===== src/rtl/dec_out_arbiter.sv =====
// dec_out_arbiter: buffers the Caesar/Scytale/ZigZag decryptor channels in
// per-channel FIFOs and shares one registered output port between them.
//
// Ports:
//   clk_sys                  system clock
//   rst_n                    synchronous reset, active HIGH (high = reset)
//   data0_i..data2_i         characters from channel 0/1/2
//   valid0_i..valid2_i       per-channel character strobe
//   data_o, chan_o, valid_o  registered arbitrated character and its source
//   ready_i                  downstream accept (transfer on valid_o && ready_i)
//   ovf_o                    sticky per-channel overflow (bit n = channel n)
//   busy_o                   any FIFO non-empty or valid_o high
//
// Build option: DEC_ARB_FIXED_PRIO_EN selects fixed priority 0 > 1 > 2
// instead of round-robin arbitration.
module dec_out_arbiter #(
    parameter int SYS_DWIDTH = 8,
    parameter int FIFO_DEPTH = 4
) (
    input  logic                  clk_sys,
    input  logic                  rst_n,
    input  logic [SYS_DWIDTH-1:0] data0_i,
    input  logic [SYS_DWIDTH-1:0] data1_i,
    input  logic [SYS_DWIDTH-1:0] data2_i,
    input  logic                  valid0_i,
    input  logic                  valid1_i,
    input  logic                  valid2_i,
    output logic [SYS_DWIDTH-1:0] data_o,
    output logic                  valid_o,
    output logic [1:0]            chan_o,
    input  logic                  ready_i,
    output logic [2:0]            ovf_o,
    output logic                  busy_o
);

    localparam int NCH = 3;
    localparam int AW  = (FIFO_DEPTH > 1) ? $clog2(FIFO_DEPTH) : 1;
    localparam int CW  = $clog2(FIFO_DEPTH) + 1;
    localparam logic [CW-1:0] FULL_CNT = CW'(FIFO_DEPTH);

    // Channel successor with 2 -> 0 wrap.
    function automatic logic [1:0] next_ch(input logic [1:0] ch);
        return (ch == 2'd2) ? 2'd0 : ch + 2'd1;
    endfunction

    // ------------------------------------------------------------------
    // Input bundling
    // ------------------------------------------------------------------
    logic [SYS_DWIDTH-1:0] in_data [NCH];
    logic [NCH-1:0]        in_vld;

    assign in_data[0] = data0_i;
    assign in_data[1] = data1_i;
    assign in_data[2] = data2_i;
    assign in_vld     = {valid2_i, valid1_i, valid0_i};

    // ------------------------------------------------------------------
    // State
    // ------------------------------------------------------------------
    logic [SYS_DWIDTH-1:0] mem_q    [NCH][FIFO_DEPTH];
    logic [SYS_DWIDTH-1:0] mem_d    [NCH][FIFO_DEPTH];
    logic [AW-1:0]         wr_ptr_q [NCH];
    logic [AW-1:0]         wr_ptr_d [NCH];
    logic [AW-1:0]         rd_ptr_q [NCH];
    logic [AW-1:0]         rd_ptr_d [NCH];
    logic [CW-1:0]         cnt_q    [NCH];
    logic [CW-1:0]         cnt_d    [NCH];

    logic [NCH-1:0]        ovf_q;
    logic [NCH-1:0]        ovf_d;
    logic [SYS_DWIDTH-1:0] data_q;
    logic [SYS_DWIDTH-1:0] data_d;
    logic [1:0]            chan_q;
    logic [1:0]            chan_d;
    logic                  valid_q;
    logic                  valid_d;

    // ------------------------------------------------------------------
    // Arbitration signals
    // ------------------------------------------------------------------
    logic [NCH-1:0] nonempty;
    logic [NCH-1:0] push;
    logic [NCH-1:0] pop;
    logic           load;
    logic           grant_vld;
    logic [1:0]     grant;
    logic [1:0]     search_start;
    logic [1:0]     cand;

`ifdef DEC_ARB_FIXED_PRIO_EN
    // Fixed priority: the search always begins at channel 0.
    assign search_start = 2'd0;
`else
    logic [1:0] last_grant_q;
    logic [1:0] last_grant_d;

    assign search_start = next_ch(last_grant_q);

    always_comb begin
        last_grant_d = last_grant_q;
        if (load && grant_vld) begin
            last_grant_d = grant;
        end
    end

    // Reset to 2 so channel 0 is searched first.
    always_ff @(posedge clk_sys) begin
        if (rst_n) begin
            last_grant_q <= 2'd2;
        end else begin
            last_grant_q <= last_grant_d;
        end
    end
`endif

    always_comb begin
        for (int n = 0; n < NCH; n++) begin
            nonempty[n] = (cnt_q[n] != '0);
        end
    end

    // The output register may take a new byte when empty or being drained.
    always_comb begin
        load      = !valid_q || ready_i;
        grant_vld = 1'b0;
        grant     = 2'd0;
        cand      = search_start;
        for (int i = 0; i < NCH; i++) begin
            if (!grant_vld && nonempty[cand]) begin
                grant_vld = 1'b1;
                grant     = cand;
            end
            cand = next_ch(cand);
        end
        pop = '0;
        if (load && grant_vld) begin
            pop[grant] = 1'b1;
        end
    end

    // ------------------------------------------------------------------
    // FIFO update: a full FIFO still accepts when it is popped this cycle.
    // ------------------------------------------------------------------
    always_comb begin
        mem_d = mem_q;
        ovf_d = ovf_q;
        push  = '0;
        for (int n = 0; n < NCH; n++) begin
            wr_ptr_d[n] = wr_ptr_q[n];
            rd_ptr_d[n] = rd_ptr_q[n];
            cnt_d[n]    = cnt_q[n];
            push[n]     = in_vld[n] && ((cnt_q[n] != FULL_CNT) || pop[n]);
            if (in_vld[n] && !push[n]) begin
                ovf_d[n] = 1'b1;
            end
            if (push[n]) begin
                mem_d[n][wr_ptr_q[n]] = in_data[n];
                wr_ptr_d[n]           = wr_ptr_q[n] + AW'(1);
            end
            if (pop[n]) begin
                rd_ptr_d[n] = rd_ptr_q[n] + AW'(1);
            end
            unique case ({push[n], pop[n]})
                2'b10:   cnt_d[n] = cnt_q[n] + CW'(1);
                2'b01:   cnt_d[n] = cnt_q[n] - CW'(1);
                default: cnt_d[n] = cnt_q[n];
            endcase
        end
    end

    // ------------------------------------------------------------------
    // Output register: holds while stalled; on an idle load only valid drops.
    // ------------------------------------------------------------------
    always_comb begin
        data_d  = data_q;
        chan_d  = chan_q;
        valid_d = valid_q;
        if (load) begin
            if (grant_vld) begin
                data_d  = mem_q[grant][rd_ptr_q[grant]];
                chan_d  = grant;
                valid_d = 1'b1;
            end else begin
                valid_d = 1'b0;
            end
        end
    end

    always_ff @(posedge clk_sys) begin
        if (rst_n) begin
            for (int n = 0; n < NCH; n++) begin
                wr_ptr_q[n] <= '0;
                rd_ptr_q[n] <= '0;
                cnt_q[n]    <= '0;
            end
            ovf_q   <= '0;
            data_q  <= '0;
            chan_q  <= 2'd0;
            valid_q <= 1'b0;
        end else begin
            for (int n = 0; n < NCH; n++) begin
                wr_ptr_q[n] <= wr_ptr_d[n];
                rd_ptr_q[n] <= rd_ptr_d[n];
                cnt_q[n]    <= cnt_d[n];
            end
            ovf_q   <= ovf_d;
            data_q  <= data_d;
            chan_q  <= chan_d;
            valid_q <= valid_d;
        end
    end

    // Storage needs no reset: the counts gate every read.
    always_ff @(posedge clk_sys) begin
        mem_q <= mem_d;
    end

    assign data_o  = data_q;
    assign chan_o  = chan_q;
    assign valid_o = valid_q;
    assign ovf_o   = ovf_q;
    assign busy_o  = valid_q | (|nonempty);

endmodule


===== config.mk =====
export PLATFORM = sky130hd
export DESIGN_NAME = dec_out_arbiter
export DESIGN_NICKNAME = d
export VERILOG_FILES = /design/src/rtl/dec_out_arbiter.sv
export SDC_FILE = /design/constraint.sdc
export NUM_CORES = 1
export LEC_CHECK = 0
export CORE_MARGIN = 3
export CORE_UTILIZATION = 55
export DETAILED_ROUTE_END_ITERATION = 8
export PLACE_DENSITY = 0.76
export REMOVE_ABC_BUFFERS = 1
export SETUP_SLACK_MARGIN = 0.15
export SLEW_MARGIN = 5
export SYNTH_ARGS = -nofsm -noshare
export SYNTH_HDL_FRONTEND = slang
export SYNTH_SLANG_ARGS = --single-unit

===== constraint.sdc =====
create_clock -name clk_sys -period 3.5 [get_ports clk_sys]
set_input_delay 0.7 -clock clk_sys [delete_from_list [all_inputs] [get_ports clk_sys]]
set_output_delay 0.7 -clock clk_sys [all_outputs]
set_load 0.02 [all_outputs]

==> impl_metrics.yaml <==
finish:
  nets: 574
  stdcell_count: 675
  antenna_cells: 0
  utilization_pct: 68.2
  final_cell_mix: "edfxtp_1, nand2_1, clkdlybuf4s50_1"
  fillers: 765
  layout_commonest_cell: "edfxtp_1"
  layout-drive-gt1-share_pct: 10.9
  area_delta_synth_final_pct: 20.5
sta:
  period_share_pct: 89.7
  finClkSkew_ns: 0.00855
  worst-slew-pin-transition_ns: 1.06
  drv_slew: 0
  hold_violations: 0
  fmax_ghz: 0.319
  whs_ns: 0.476
  period_needed_ns: 3.14
  rsz0062_at_grt: "false"
  setup_violations: 0
  fin_tns_setup_ns: 0
  slew_headroom_pct: 29.6
synthesis:
  synth_cells: 475
  synthDistinctLibCells: 47
  synthesis.area_um2: 5870
  synth_ff_type: "edfxtp_1"
  avgSynthCellArea_um2: 12.4
  yosys_warnings: 0
  synth_seq_cells: 132
  postSynth.asyncResetShare_pct: 0
  synth_edf_count: 96
  seq_area_frac_synth_pct: 61.4
cts:
  clk_latency_ns: 0.52
  cts_hold_buf: 0
  cts_tree: "built"
  clkSlewWorstSetupHoldPaths_ns: 0.06
  cts_max_path_buffers: 2
  htree_num_levels: 4
  cts_root_buffer: "clkbuf_8"
  cts_resized: 0
  cts_sinks: 132
  cts_setup_buffers: 0
  cts_buffers: 17
worst_setup_path:
  start_kind: "flip-flop"
  path_common_cell: "or3_1"
  crit_chain: "or3_1 > o31ai_4 > or3_1 > a31oi_4 > inv_1 > ha_1 > inv_1 > fa_1 > xor2_1 > or3_1 > a21oi_1"
  cp-end-kind: "flip-flop"
  crit_required_ns: 3.95
  max_stage_delay_ns: 0.49
  cpMaxStageDelayCell: "or3_1"
  reg2reg_from: "cnt_q[0][8]"
  cp_top_family: "simple AND/OR/NAND/NOR gates"
  cp_max_fo: 7
  critPathBufInv: 2
  path_class: "flip-flop to flip-flop"
  arrival_ns: 3.59
  crit_start: "cnt_q[0][8]"
run_status:
  status: "finished clean"
min_path:
  hp-class: "flip-flop to flip-flop"
  hold_start: "chan_o[1]"
grt:
  grt_pass1_vias: 4050
  grt_pass1_wl_um: 20500
  grt_max_degree: 30
  antenna_found_initial: 0
  grtUsageTotal_pct: 23.1
  gr-total-overflow: 0
flow_run:
  maxCapViolations: 0
power:
  p_per_area_nw_per_um2: 1020
  power_frac_comb_pct: 43.4
  ir_worst_vdd_mv: 0.719
  p_sw_share_pct: 39.0
  power_frac_seq_pct: 30.7
  p_int_uw: 4390
  power.switching_uw: 2810
  p_leak_uw: 0.00254
  clkPwrFrac_pct: 25.9
floorplan:
  start_util_pct: 56.6
  die-area_um2: 11900
  core-area_um2: 10400
  die_w_um: 109
  die_h_um: 109
  io_pins: 45
  num_rows: 37
drt:
  wl_per_cell_um: 19.0
  antenna_left: 0
  drtPass1Iterations: 7
  num_vias: 3901
  viasPerCell: 5.78
  drt_iter0_drc: 304
  drt-total-wl_um: 12800
  drc_errors: 0
placed_design:
  place.gp.congestion: 0.834
  dpl.hpwl_um: 8810
  io_buffers: 44
  place_inst: 643
==> metrics by stage <==
step / area (um2) / power [uW] / setup WS, ns
global route: 7070 / 7620 / 0.151
finish: 7070 / 7190 / 0.360
detailed placement: 6440 / 5290 / 0.0795
floorplan: 5750 / 4260 / 0.469
CTS: 7060 / 7180 / 0.305
global placement: 6440 / 5180 / 0.246
==> tightest hold or removal path: stages (launching register included) <==
cell and delay (ns):
dfxtp_1 0.32, nand2_1 0.06, a21oi_1 0.05
==> synthesized netlist by cell type (all sizes together), types with 4 or more instances <==
library cell	number	area [um2]
a211o	8	70.1
a21oi	22	110
a221o	7	70.1
a31oi	9	77.6
and2	12	75.1
buf	8	63.8
clkbuf	15	56.3
dfxtp	36	721
edfxtp	96	2880
ha	15	188
inv	22	82.6
mux2	9	101
mux2i	29	290
nand2	51	191
nand2b	4	25.0
nand3	4	20.0
nand4	7	43.8
nand4b	7	61.3
nor2	37	141
nor3	13	70.1
o21ai	12	60.1
o21bai	7	52.6
or3	7	43.8
xnor2	5	43.8
xor2	10	87.6
==> path summary, 6_finish.rpt <==
check / to / slack, ns / cells past startpoint
setup / recovery: cnt_q[0][8] / 0.36 / 11
hold / removal: chan_o[1] / 0.48 / 2
setup reg to reg: cnt_q[0][8] / 0.36 / 11
hold reg to reg: chan_o[1] / 0.48 / 2
==> flip-flops by register name, summed over array words and instances (netlist names), 2 cells and up <==
| name | count |
|---|---|
| cnt_q | 9 |
| data_o | 8 |
| mem_q | 96 |
| wr_ptr_q | 6 |
| rd_ptr_q | 6 |
| ovf_o | 3 |
| last_grant_q | 2 |
==> power by group through the flow <==
stage | clock network [uW] | logic (uW) | registers [uW]
2_1_floorplan | 0 | 2030 | 2230
3_3_place_gp | 0 | 2960 | 2220
3_5_place_dp | 0 | 3060 | 2230
4_1_cts | 1880 | 3100 | 2200
5_1_grt | 1940 | 3430 | 2240
6_report | 1860 | 3120 | 2210
==> layout make-up <==
type | instances | area [um2] | area share, %
well taps | 136 | 170 | 2.41
repair buffers | 55 | 523 | 7.40
flip-flops and latches | 132 | 3600 | 51.0
clock buffers | 19 | 422 | 5.96
inverters | 22 | 82.6 | 1.17
multi-input cells | 298 | 2070 | 29.3
clock inverters | 13 | 198 | 2.80
==> logic make-up (layout without fill, tap and decap cells) <==
kind of cell | after synthesis | in the layout | synth area share, %
AND/OR/NAND/NOR | 146 | 146 | 11.9
adder cells (fa/ha/maj) | 18 | 18 | 4.22
multiplexers | 38 | 38 | 6.68
buffers and inverters | 45 | 109 | 3.45
flip-flops | 132 | 132 | 61.4
AO/OA/AOI/OAI | 81 | 81 | 10.1
XOR/XNOR | 15 | 15 | 2.24
==> metal layers <==
layer	global-route usage, %	wire [um]	up-vias
li1	-	-	1835
met1	28.1	5280	1927
met2	40.3	6650	112
met3	5.09	608	27
met4	8.90	303	0
met5	0	0	-
No activity file was read; power rests on OpenSTA's default activity.
